File: config.mk
export PLATFORM = sky130hd
export DESIGN_NAME = playback_sequencer
export DESIGN_NICKNAME = d
export VERILOG_FILES = /design/src/rtl/playback_sequencer.sv
export SDC_FILE = /design/constraint.sdc
export NUM_CORES = 1
export LEC_CHECK = 0
export CORE_ASPECT_RATIO = 0.6
export CORE_UTILIZATION = 56
export CTS_BUF_LIST = sky130_fd_sc_hd__clkbuf_4 sky130_fd_sc_hd__clkbuf_8 sky130_fd_sc_hd__clkbuf_16
export CTS_CLUSTER_SIZE = 14
export DETAILED_ROUTE_END_ITERATION = 8
export PLACE_DENSITY = 0.89
export REMOVE_ABC_BUFFERS = 1
export SLEW_MARGIN = 20
export SYNTH_ARGS = -nofsm -noshare
export SYNTH_HDL_FRONTEND = slang
export SYNTH_SLANG_ARGS = --single-unit
File: constraint.sdc
create_clock -name playback_clk -period 4.6 [get_ports playback_clk]
set_clock_uncertainty 0.1 [all_clocks]
set_input_delay 0.92 -clock playback_clk [delete_from_list [all_inputs] [get_ports playback_clk]]
set_output_delay 0.92 -clock playback_clk [all_outputs]
set_load 0.005 [all_outputs]
File: src/rtl/playback_sequencer.sv
// Segment scheduler for the channel pattern RAM: plays a table of address segments in order,
// each repeated rep+1 times, driving one RAM read address per cycle, optionally looping the list.
module playback_sequencer #(
    parameter int unsigned N_ADDR_BITS = 20,
    parameter int unsigned MEM_DEPTH   = 1048576,
    parameter int unsigned NSEG        = 8,
    parameter int unsigned SEG_BITS    = 3,
    parameter int unsigned REP_BITS    = 16
) (
    input  logic                   playback_clk,
    input  logic                   s_axi_reset,
    input  logic                   start,
    input  logic                   abort,
    input  logic                   loop_all,
    input  logic [SEG_BITS:0]      n_segments,
    input  logic                   tbl_wen,
    input  logic [SEG_BITS-1:0]    tbl_idx,
    input  logic [N_ADDR_BITS-1:0] tbl_start,
    input  logic [N_ADDR_BITS-1:0] tbl_stop,
    input  logic [REP_BITS-1:0]    tbl_rep,
    output logic [N_ADDR_BITS-1:0] ram_addr,
    output logic                   playing,
    output logic [SEG_BITS-1:0]    seg_idx,
    output logic                   seg_start,
    output logic                   busy,
    output logic                   done,
    output logic                   tbl_err
);

    localparam logic [N_ADDR_BITS-1:0] AddrLast = N_ADDR_BITS'(MEM_DEPTH - 1);
    localparam logic [SEG_BITS:0]      NsegMax  = (SEG_BITS + 1)'(NSEG);

    typedef enum logic [1:0] {StIdle, StRun, StDone} state_e;

    state_e                 state_q;
    logic                   start_q;
    logic [N_ADDR_BITS-1:0] ram_addr_q;
    logic [SEG_BITS-1:0]    seg_idx_q;
    logic [REP_BITS-1:0]    rep_cnt_q;
    logic                   playing_q;
    logic                   busy_q;
    logic                   done_q;
    logic                   seg_start_q;
    logic                   tbl_err_q;

    logic [N_ADDR_BITS-1:0] start_tbl_q [NSEG];
    logic [N_ADDR_BITS-1:0] stop_tbl_q  [NSEG];
    logic [REP_BITS-1:0]    rep_tbl_q   [NSEG];

    logic                   start_edge;
    logic                   tbl_wr;
    logic                   at_stop;
    logic                   last_seg;
    logic [SEG_BITS:0]      nseg_eff;
    logic [SEG_BITS-1:0]    seg_next;
    logic [N_ADDR_BITS-1:0] addr_inc;
    logic [N_ADDR_BITS-1:0] first_start;
    logic [REP_BITS-1:0]    first_rep;

    always_comb begin
        start_edge = start & ~start_q;
        tbl_wr     = tbl_wen && (state_q != StRun);
        nseg_eff   = (n_segments > NsegMax) ? NsegMax : n_segments;
        seg_next   = seg_idx_q + SEG_BITS'(1);
        last_seg   = ({1'b0, seg_idx_q} + (SEG_BITS + 1)'(1)) >= nseg_eff;
        at_stop    = (ram_addr_q == stop_tbl_q[seg_idx_q]);
        addr_inc   = (ram_addr_q == AddrLast) ? '0 : ram_addr_q + N_ADDR_BITS'(1);
        // A write to entry 0 on the launch edge must be seen by the run it launches.
        first_start = start_tbl_q[0];
        first_rep   = rep_tbl_q[0];
        if (tbl_wr && (tbl_idx == '0)) begin
            first_start = tbl_start;
            first_rep   = tbl_rep;
        end
    end

    always_ff @(posedge playback_clk or negedge s_axi_reset) begin
        if (!s_axi_reset) begin
            state_q     <= StIdle;
            start_q     <= 1'b0;
            ram_addr_q  <= '0;
            seg_idx_q   <= '0;
            rep_cnt_q   <= '0;
            playing_q   <= 1'b0;
            busy_q      <= 1'b0;
            done_q      <= 1'b0;
            seg_start_q <= 1'b0;
            tbl_err_q   <= 1'b0;
            start_tbl_q <= '{default: '0};
            stop_tbl_q  <= '{default: AddrLast};
            rep_tbl_q   <= '{default: '0};
        end else begin
            start_q     <= start;
            tbl_err_q   <= tbl_wen && (state_q == StRun);
            seg_start_q <= 1'b0;
            if (tbl_wr) begin
                start_tbl_q[tbl_idx] <= tbl_start;
                stop_tbl_q[tbl_idx]  <= tbl_stop;
                rep_tbl_q[tbl_idx]   <= tbl_rep;
            end
            if (abort) begin
                state_q    <= StIdle;
                ram_addr_q <= '0;
                seg_idx_q  <= '0;
                rep_cnt_q  <= '0;
                playing_q  <= 1'b0;
                busy_q     <= 1'b0;
                done_q     <= 1'b0;
            end else if (start_edge && (state_q != StRun)) begin
                if (nseg_eff != '0) begin
                    state_q     <= StRun;
                    ram_addr_q  <= first_start;
                    seg_idx_q   <= '0;
                    rep_cnt_q   <= first_rep;
                    playing_q   <= 1'b1;
                    busy_q      <= 1'b1;
                    seg_start_q <= 1'b1;
                    done_q      <= 1'b0;
                end else begin
                    state_q   <= StDone;
                    playing_q <= 1'b0;
                    busy_q    <= 1'b0;
                    done_q    <= 1'b1;
                end
            end else if (state_q == StRun) begin
                if (!at_stop) begin
                    ram_addr_q <= addr_inc;
                end else if (rep_cnt_q != '0) begin
                    ram_addr_q <= start_tbl_q[seg_idx_q];
                    rep_cnt_q  <= rep_cnt_q - REP_BITS'(1);
                end else if (!last_seg) begin
                    seg_idx_q   <= seg_next;
                    ram_addr_q  <= start_tbl_q[seg_next];
                    rep_cnt_q   <= rep_tbl_q[seg_next];
                    seg_start_q <= 1'b1;
                end else if (loop_all) begin
                    seg_idx_q   <= '0;
                    ram_addr_q  <= start_tbl_q[0];
                    rep_cnt_q   <= rep_tbl_q[0];
                    seg_start_q <= 1'b1;
                end else begin
                    // ram_addr keeps the final stop word.
                    state_q   <= StDone;
                    playing_q <= 1'b0;
                    busy_q    <= 1'b0;
                    done_q    <= 1'b1;
                end
            end
        end
    end

    assign ram_addr  = ram_addr_q;
    assign playing   = playing_q;
    assign seg_idx   = seg_idx_q;
    assign seg_start = seg_start_q;
    assign busy      = busy_q;
    assign done      = done_q;
    assign tbl_err   = tbl_err_q;

endmodule

==> flow_summary.yaml <==
global_route:
  grt_start_max_net_pins: 120
  grtUsageTotal: 0.287
  grt_pass1_wl_mm: 103
  overflow: 0
  grt_pass1_vias: 17200
  antenna_found_initial: 1
drt:
  vias: 16300
  finalWirelength_mm: 64.5
  drtPass1Iterations: 6
  drc: 0
  drtIter0Drc: 1661
  wl_per_cell_um: 26.4
  via_per_inst: 6.66
  postRouteAntennaNets: 0
placed_design:
  port_buffers: 96
  place_hpwl_mm: 39.9
  gp_congestion: 0.887
  pre_cts_ws_ns: 0.455
cts:
  post_cts_buffers: 0
  cts_tree: "built"
  path_clk_slew_ns: 0.07
  insertion_delay_ns: 0.58
  cts_buffers: 47
  root_buffer: "clkbuf_16"
  htree_levels: 2
  cts.path.max_buffers: 3
  clock-sinks: 492
  ctsHoldBuffers: 0
  cts_resized: 0
floorplan:
  core_mm2: 0.0448
  initial_utilization: 0.567
  dieArea_mm2: 0.0463
  ios: 97
  die_x_um: 277
  rows: 60
  die_h_um: 167
setup_path:
  crit_start: "seg_idx[1]"
  cp-start-kind: "flip-flop"
  cp.arrival_ns: 4.63
  path_class: "reg2reg"
  path_max_fanout: 30
  required_ns: 4.94
  cp-end-kind: "flip-flop"
  crit-reg2reg-launch: "seg_idx[1]"
power_and_ir_drop:
  p_sw_w: 0.00371
  cellPowerDensity_mw_per_mm2: 464
  seq_power_share: 0.481
  p_sw_frac: 0.278
  p_comb_frac: 0.223
  p_leak_nw: 11.3
  ir_worst_vdd_uv: 211
  intPower_w: 0.00963
  clockPowerShare: 0.296
  finalPower_w: 0.0133
logic_synthesis:
  ys_warn_count: 0
  postSynthCellCount: 1754
  synth_area_leader_cell: "dfrtp_1"
  synth_area_leaders: "dfrtp_1, mux2_2, dfstp_2"
  synth_edf_count: 0
  synth_seq_cells: 492
  synth_cell_type_count: 60
  ys.flop_type: "dfrtp_1"
  syn-cell-area_mm2: 0.0254
  synth_seq_area_share: 0.492
  async_flop_share: 1.00
  syn_avg_cell_area_um2: 14.5
  yosysTopAreaCellShare: 0.327
timing:
  fin_crit_ns: 4.28
  whs_ns: 0.358
  fin_crit_sh: 0.932
  fmax_ghz: 0.233
  hold_viol_final: 0
  fin_tns_setup_ns: 0
  grt_setup_unrepaired: "no"
  worst_pin_slew_ns: 1.03
  final_max_slew_viol_count: 0
  setup_viol: 0
  slew_headroom: 0.315
  fin_ws_ns: 0.315
flow_run:
  max-cap-violations: 0
min_path:
  hp-class: "in2async"
final_layout:
  area_growth_syn_to_layout_pct: 13.0
  seq_area_mm2: 0.0125
  drive_gt1_frac: 0.532
  layout_common_cells: "mux2_2, dfrtp_1, dfstp_2, mux4_2, clkdlybuf4s50_1"
  final.fill_count: 3084
  multi_input_area_mm2: 0.0124
  layout_commonest_cell: "mux2_2"
  nNetsFinal: 1900
status:
  status: "completed"
[synth_stat cells (9+ instances only)]
cell type    n
buf_2       27
nor4_1       9
mux2_2     520
a211oi_1    23
buf_1       10
dfrtp_1    332
xnor2_1     14
a21oi_1     29
nand2_1     39
o31ai_1     10
dfstp_2    160
o21ai_0     39
xor2_1      28
mux2i_1     57
nor2_1      64
o41ai_1     16
mux4_2     146
nand2b_1    10
clkbuf_1    75
[layer usage]
layer	global-route usage	vias up	part of all wire	wire length, µm
met4	0.100	0	0.034	2220
met3	0.0536	147	0.072	4670
li1	-	6819	-	-
met2	0.444	731	0.47	30100
met1	0.410	8594	0.43	27600
met5	0	-	0	0
[per-stage QoR]
step / cell area [µm²] / utilization / cells
after floorplan: 24800 / - / 1627
after global placement: 27200 / 0.606 / 2364
after detailed placement: 27200 / 0.606 / 2364
after CTS: 28700 / 0.641 / 2445
after global routing: 28700 / 0.641 / 2446
final: 28700 / 0.641 / 2446
[final cells by class]
class	count	share of cell area
diodes	1	0.0000871
repair buffers	148	0.0524
inverters	8	0.00104
clock inverters	10	0.00348
multi-input cells	1127	0.431
well taps	589	0.0256
flip-flops and latches	492	0.436
clock buffers	71	0.0509
[kinds of logic after synthesis]
kind of cell / share of synthesized area
mux: 0.382
flops: 0.492
simple gates: 0.0378
compound gates: 0.0450
buf+inv: 0.0248
xor+xnor: 0.0145
fa+ha+maj: 0.00344
[critical path, stage by stage (launching register included)]
cell and delay [ns]:
dfrtp_4 0.75, buf_4 0.33, mux4_2 0.52, mux2i_1 0.28, xnor2_1 0.10, nor4_1 0.66, nand2_1 0.11, buf_4 0.21
nor2_8 0.32, mux2_2 0.38, o41ai_1 0.36
[power groups by stage]
stage	sequential, W	combinational, W	clock, W
CTS	0.00638	0.00296	0.00400
finish	0.00642	0.00297	0.00395
floorplan	0.00611	0.00216	0
detailed placement	0.00643	0.00291	0
global route	0.00653	0.00320	0.00419
global placement	0.00631	0.00277	0
[registers in the layout (all words and copies together), names as in the netlist]
signal,cells
stop_tbl_q,160
state_q,2
start_q,1
rep_cnt_q,16
start_tbl_q,160
seg_start,1
ram_addr,20
tbl_err,1
rep_tbl_q,128
seg_idx,3
[worst paths after layout]
check | to | slack [ns] | cells past startpoint
max | ram_addr[11] | 0.32 | 10
min | rep_cnt_q[8] | 0.36 | 1
max reg2reg | ram_addr[11] | 0.32 | 10
min reg2reg | rep_tbl_q[3] | 0.40 | 1
max in group asynchronous | stop_tbl_q[0] | 2.94 | 2
min in group playback_clk | rep_tbl_q[3] | 0.40 | 1
(Power assumes the default switching activity.)
